[src/rtl/jump_encoder.sv]
// jump_encoder: converts an absolute byte jump target into the 26-bit J-format
// address field. A request is latched in IDLE, encoded in CALC and presented in
// HOLD until the consumer takes it. Misalignment and region-crossing are
// flagged and counted.
module jump_encoder (
  input  logic        clk,
  input  logic        rst,
  input  logic        in_valid,
  output logic        in_ready,
  input  logic [31:0] inTARGET,
  input  logic [31:0] inPC,
  output logic        out_valid,
  input  logic        out_ready,
  output logic [25:0] outADDR,
  output logic        err_align,
  output logic        err_region,
  output logic [15:0] req_count,
  output logic [7:0]  err_count
);

  typedef enum logic [1:0] {
    IDLE = 2'd0,
    CALC = 2'd1,
    HOLD = 2'd2
  } state_t;

  state_t      state_q, state_d;
  logic [31:0] target_q;
  logic [3:0]  pc_region_q;
  logic [25:0] addr_q;
  logic        align_q;
  logic        region_q;
  logic [15:0] req_cnt_q;
  logic [7:0]  err_cnt_q;

  logic        accept;
  logic        calc_align;
  logic        calc_region;

  // Only the region nibble of the PC matters; the low bits are intentionally dropped.
  logic        unused_pc_bits;
  assign unused_pc_bits = ^inPC[27:0];

  assign accept      = (state_q == IDLE) && in_valid;
  assign calc_align  = |target_q[1:0];
  assign calc_region = (target_q[31:28] != pc_region_q);

  // Next-state and handshake outputs for the IDLE/CALC/HOLD sequence.
  always_comb begin
    state_d   = state_q;
    in_ready  = 1'b0;
    out_valid = 1'b0;
    case (state_q)
      IDLE: begin
        in_ready = 1'b1;
        if (in_valid) state_d = CALC;
      end
      CALC: begin
        state_d = HOLD;
      end
      HOLD: begin
        out_valid = 1'b1;
        if (out_ready) state_d = IDLE;
      end
      default: begin
        state_d = IDLE;
      end
    endcase
  end

  // State register; reset drops any in-flight request without a handshake.
  always_ff @(posedge clk or posedge rst) begin
    if (rst) state_q <= IDLE;
    else     state_q <= state_d;
  end

  // Request capture and encoding; results are frozen outside CALC.
  always_ff @(posedge clk or posedge rst) begin
    if (rst) begin
      target_q    <= '0;
      pc_region_q <= '0;
      addr_q      <= '0;
      align_q     <= 1'b0;
      region_q    <= 1'b0;
    end else begin
      if (accept) begin
        target_q    <= inTARGET;
        pc_region_q <= inPC[31:28];
      end
      if (state_q == CALC) begin
        addr_q   <= target_q[27:2];
        align_q  <= calc_align;
        region_q <= calc_region;
      end
    end
  end

  // Request counter wraps; error counter saturates and counts once per request.
  always_ff @(posedge clk or posedge rst) begin
    if (rst) begin
      req_cnt_q <= '0;
      err_cnt_q <= '0;
    end else begin
      if (accept) req_cnt_q <= req_cnt_q + 16'd1;
      if ((state_q == CALC) && (calc_align || calc_region) && (err_cnt_q != 8'hFF))
        err_cnt_q <= err_cnt_q + 8'd1;
    end
  end

  assign outADDR    = addr_q;
  assign err_align  = align_q;
  assign err_region = region_q;
  assign req_count  = req_cnt_q;
  assign err_count  = err_cnt_q;

endmodule

[config.mk]
export PLATFORM = sky130hd
export DESIGN_NAME = jump_encoder
export DESIGN_NICKNAME = d
export VERILOG_FILES = /design/src/rtl/jump_encoder.sv
export SDC_FILE = /design/constraint.sdc
export NUM_CORES = 1
export LEC_CHECK = 0
export CORE_UTILIZATION = 41
export CTS_CLUSTER_DIAMETER = 50
export DETAILED_ROUTE_END_ITERATION = 8
export PLACE_DENSITY_LB_ADDON = 0.12
export SKIP_CTS_REPAIR_TIMING = 1
export SYNTH_ARGS = -nofsm -noshare
export SYNTH_HDL_FRONTEND = slang
export SYNTH_SLANG_ARGS = --single-unit
[constraint.sdc]
create_clock -name clk -period 3.1 [get_ports clk]
set_clock_uncertainty 0.15 [all_clocks]
set_input_delay 0.62 -clock clk [delete_from_list [all_inputs] [get_ports clk]]
set_output_delay 0.62 -clock clk [all_outputs]
set_load 0.02 [all_outputs]
==> run metrics, run 1 <==
Net Count, Synth between 300 and 400; final setup fails 0; drt pass-1 iters 4; Hold Path Class flop to flop; Avg Cell Area, Syn 11.83 um^2; most frequent cells in the layout 93 x clkdlybuf4s50_1, 92 x nand2_1, 90 x dfrtp_1; drt via density 4.788; Hold WS 0.3165 ns; Core Region 0.008341 mm^2; CTS tree built; slowest cell on the critical path clkdlybuf4s50_1; Bufs on Longest Clock Path 2; post-layout util 0.5800; Routability Congestion 0.7708; max_cap viols 0; worst skew pair latency between 0.3 and 0.4 ns; CP Launch Type flop; Seq/Total Area, Yosys 0.6303; first-pass GRT wire length around 12 mm; largest net degree at the start of global routing 91; Worst slew margin 0.6214; Worst EP arrival 1.61 ns; peak supply drop 0.3849 mV; CP peak stage delay 0.59 ns; Initial Util 0.4284; leak pwr 2.161 nW; #FFs+latches synth 90; final worst-path cycle share 0.7663; via count of the first global-routing pass approximately 2400; Pwr per Cell Area 962.5 mW/mm^2; Tmin final roughly 2.4 ns; WL per Instance 13.95 um; critical path class flop to output port; synthesized area 0.003573 mm^2; FP Rows 33; Clock Pin Slew Worst Setup and Hold Paths 0.07 ns; CP Data Required Time roughly 2.3 ns; fmax 421.0 MHz; I/O Pins 122; synth warn 0; die area 0.009093 mm^2; Worst-Margin Slew 0.5653 ns; leading cell type in the layout, fill and taps excluded clkdlybuf4s50_1; n_diodes 0; I/O Buffers 93; Yosys cell types 27; DR DRC count 0; Setup crit end kind output port; cts bufs inserted 9; Chip Width ~95 um; post-DP HPWL 4.674 mm; RSZ-0062 raised after global routing no; Critical Path Fanout Max 5; initial antenna violation count 0; # H-tree levels 3; Cells after DPL ~490; layout overhead on the synthesized area 35.36%; final net count between 400 and 500; clock sink count 90; final cell count without fillers 509; Setup TNS 0 ns; final hold vios 0; All-Layer GR Usage 0.1704; Post-Synthesis Cells between 300 and 400; Iteration-0 DRC Markers 111; Routed Antenna Nets 0; fraction of layout cells with a size suffix above 1 0.1559; status finished clean; Pwr Total 4.656 mW; die height 95.36 um; crit-path cells nand2b_1 -> inv_1 -> clkdlybuf4s50_1; clock root cell clkbuf_8; Final Max Slew Viols 0; total gr overflow 0; DRT Wirelength slightly above 7 mm; via count 2437
[cell type report]
| type | count | area (um^2) |
|---|---|---|
| inverters | 4 | 18.77 |
| flip-flops and latches | 90 | 2252 |
| well taps | 105 | 131.4 |
| fillers | 725 | 3503 |
| clock inverters | 3 | 40.04 |
| multi-input cells | 197 | 1269 |
| clock buffers | 12 | 145.1 |
| repair buffers | 98 | 980.9 |
[kinds of logic after synthesis]
family	count (synthesis)	share of synthesized area
AO/OA/AOI/OAI	11	0.01996
XOR/XNOR	22	0.05392
adder cells (fa/ha/maj)	2	0.007002
buffers and inverters	15	0.01715
flip-flops	90	0.6303
multiplexers	39	0.1229
AND/OR/NAND/NOR	123	0.1488
[through the flow]
step                setup slack (ns)  instance area, um^2
finish                        0.7244                 4837
detailed placement            0.7036                 4652
global route                  0.6614                 4837
global placement              0.6938                 4652
floorplan                      1.136                 3577
CTS                           0.7020                 4837
[cell usage after synthesis, drive strengths merged]
master	instances	area (um^2)
nand2	92	345.3
dfrtp	90	2252
mux2	39	439.2
xnor2	12	105.1
xor2	10	87.58
nor2	7	26.28
clkbuf	6	22.52
a31oi	5	31.28
buf	5	23.77
nand3	5	25.02
and3	4	25.02
inv	4	15.01
nand4	4	25.02
nand2b	3	18.77
nor3	3	20.02
o21ai	3	15.01
ha	2	25.02
a211o	1	8.760
a21boi	1	11.26
a21oi	1	5.000
and2	1	6.260
and4	1	8.760
nor2b	1	6.260
nor3b	1	12.51
nor4	1	12.51
[power breakdown]
| group | internal (mW) | total (mW) | switching (mW) | leakage, nW |
|---|---|---|---|---|
| clock network | 0.389 | 0.771 | 0.382 | 0.0962 |
| logic | 0.952 | 1.88 | 0.926 | 0.963 |
| registers | 1.68 | 2.01 | 0.328 | 1.10 |
[path summary, 6_finish.rpt]
path                         startpoint            end  slack, ns  cells after the start
min in group asynchronous           rst  req_count[10]       0.58                      3
min                        target_q[26]    outADDR[24]       0.32                      2
max                          state_q[0]      out_valid       0.72                      3
max reg2reg                err_count[0]   err_count[1]       1.04                      5
max in group asynchronous           rst  req_count[11]       1.80                      3
min reg2reg                target_q[26]    outADDR[24]       0.32                      2
[registers in the layout, indices dropped and copies added, names as in the netlist]
| register | flops |
|---|---|
| req_count | 16 |
| err_count | 8 |
| err_align | 1 |
| outADDR | 26 |
| pc_region_q | 4 |
| err_region | 1 |
| state_q | 2 |
| target_q | 32 |
[worst max-delay path, delay by kind of cell (launching register included)]
| family | cells | cell delay [ns] |
|---|---|---|
| DFF | 1 | 0.44 |
| and+or+nand+nor | 1 | 0.18 |
| buffers and inverters | 2 | 0.65 |
[layer usage]
layer	vias up	routed length [um]	GRT usage
met5	-	0	0
met4	0	112	0.06818
met3	10	518	0.05502
met2	64	3232	0.2685
met1	1177	3238	0.2172
li1	1186	-	-
(Power assumes the default switching activity.)
==> run 2: changes to the inputs <==
Clock period 3.1 ns to 2 ns, I/O delays scaled along.
==> run metrics, run 2 (same netlist as run 1, synthesis figures left out) <==
RSZ-0062 raised after global routing no; drt pass-1 iters 4 (unchanged); fmax 517.1 MHz; Worst slew margin 0.6820 (+0.06054); largest net degree at the start of global routing 91 (unchanged); via count 2468 (+1.3%); CP peak stage delay 0.63 ns (+0.04 ns); Tmin final 1.934 ns; drt via density 4.774 (-0.30%); Routability Congestion 0.7569 (-1.8%); crit-path cells clkdlybuf4s50_1; layout overhead on the synthesized area 37.89%; Largest Register target_q; cts bufs inserted 9 (unchanged); final cell count without fillers 517 (+1.6%); slowest cell on the critical path clkdlybuf4s50_1; die area 0.009093 mm^2 (unchanged); Routed Antenna Nets 0 (unchanged); fraction of layout cells with a size suffix above 1 0.1699 (+0.01396); final setup fails 0 (unchanged); die height 95.36 um (unchanged); Setup TNS 0 ns (unchanged); Pwr per Cell Area 1470 mW/mm^2 (+53%); Hold Path Class flop to flop; Clock Pin Slew Worst Setup and Hold Paths 0.09 ns (+0.02 ns); DP Worst Slack -0.1410 ns (-0.8447 ns); n_diodes 0 (unchanged); status finished clean; FP Rows 33 (unchanged); final worst-path cycle share 0.9670; CP Data Required Time 1.45 ns (-0.88 ns); max_cap viols 0 (unchanged); DR DRC count 0 (unchanged); setup ws final 0.06609 ns (-0.6584 ns); All-Layer GR Usage 0.1727 (+0.002321); crit-path leading delay family buffers and inverters; worst skew pair latency 0.34 ns (about the same); Initial Util 0.4284 (unchanged); Final Max Slew Viols 0 (unchanged); leak pwr 2.396 nW (+11%); clock root cell clkbuf_8; CTS tree built; peak supply drop 0.7100 mV (+84%); most frequent cells in the layout 92 x nand2_1, 90 x dfrtp_1, 79 x clkdlybuf4s50_1; Critical Path Fanout Max 5 (unchanged); # H-tree levels 3 (unchanged); Pwr Total 7.241 mW (+56%); initial antenna violation count 0 (unchanged); post-DP HPWL 4.805 mm (+2.8%); Cells after DPL 501 (+1.4%); Chip Width 95.36 um (unchanged); Worst-Margin Slew 0.4770 ns (-0.08826 ns); Bufs on Longest Clock Path 2 (unchanged); Largest register FFs 32 (unchanged); Setup crit end kind output port; total gr overflow 0 (unchanged); final hold vios 0 (unchanged); via count of the first global-routing pass 2407 (-0.78%); leading cell type in the layout, fill and taps excluded nand2_1; I/O Pins 122 (unchanged); I/O Buffers 93 (unchanged); CP Launch Type flop; fill count 720 (-0.69%); Core Region 0.008341 mm^2 (unchanged); post-layout util 0.5908 (+0.01080); critical path class flop to output port; worst path bufs/invs 1 (-1); Worst EP arrival 1.38 ns (-0.23 ns); DRT Wirelength 7.140 mm (+0.55%); final net count 477 (+1.5%); first-pass GRT wire length 11.72 mm (+1.4%); WL per Instance 13.81 um (-1.0%); Iteration-0 DRC Markers 147 (+32%); clock sink count 90 (unchanged)
-- run 2: path summary, 6_finish.rpt --
path	start	to	cells past startpoint	slack (ns)
min reg2reg	target_q[4]	outADDR[2]	2	0.31
min	target_q[4]	outADDR[2]	2	0.31
max reg2reg	err_count[0]	err_count[5]	7	0.12
max in group asynchronous	rst	outADDR[21]	3	0.95
max	err_count[2]	err_count[2]	1	0.07
min in group asynchronous	rst	req_count[9]	3	0.37
-- run 2: area by class of cell --
type                            count  area [um^2]  share of cell area
Multi-Input combinational cell    197         1269              0.2575
Inverter                            4        18.77            0.003809
Tap cell                          105        131.4             0.02666
Clock inverter                      4        52.55             0.01067
Clock buffer                       12        135.1             0.02743
Timing Repair Buffer              105         1069              0.2169
Sequential cell                    90         2252              0.4571
-- run 2: layer usage --
layer | track usage | vias up | routed length, um
met1 | 0.2242 | 1198 | 3258
met2 | 0.2696 | 62 | 3303
met4 | 0.03788 | 0 | 52
met5 | 0 | - | 0
met3 | 0.07257 | 8 | 525
li1 | - | 1200 | -
-- run 2: per-stage QoR --
stage	area [um^2]	hold slack (ns)
floorplan	3577	0.2848
global placement	4705	0.2909
detailed placement	4705	0.3003
CTS	4892	0.3140
global route	4927	0.3220
finish	4927	0.3090
-- run 2: power by group --
part	switching, mW	internal, mW
registers	0.508	2.60
clock network	0.606	0.580
logic	1.44	1.51
total	2.55	4.69
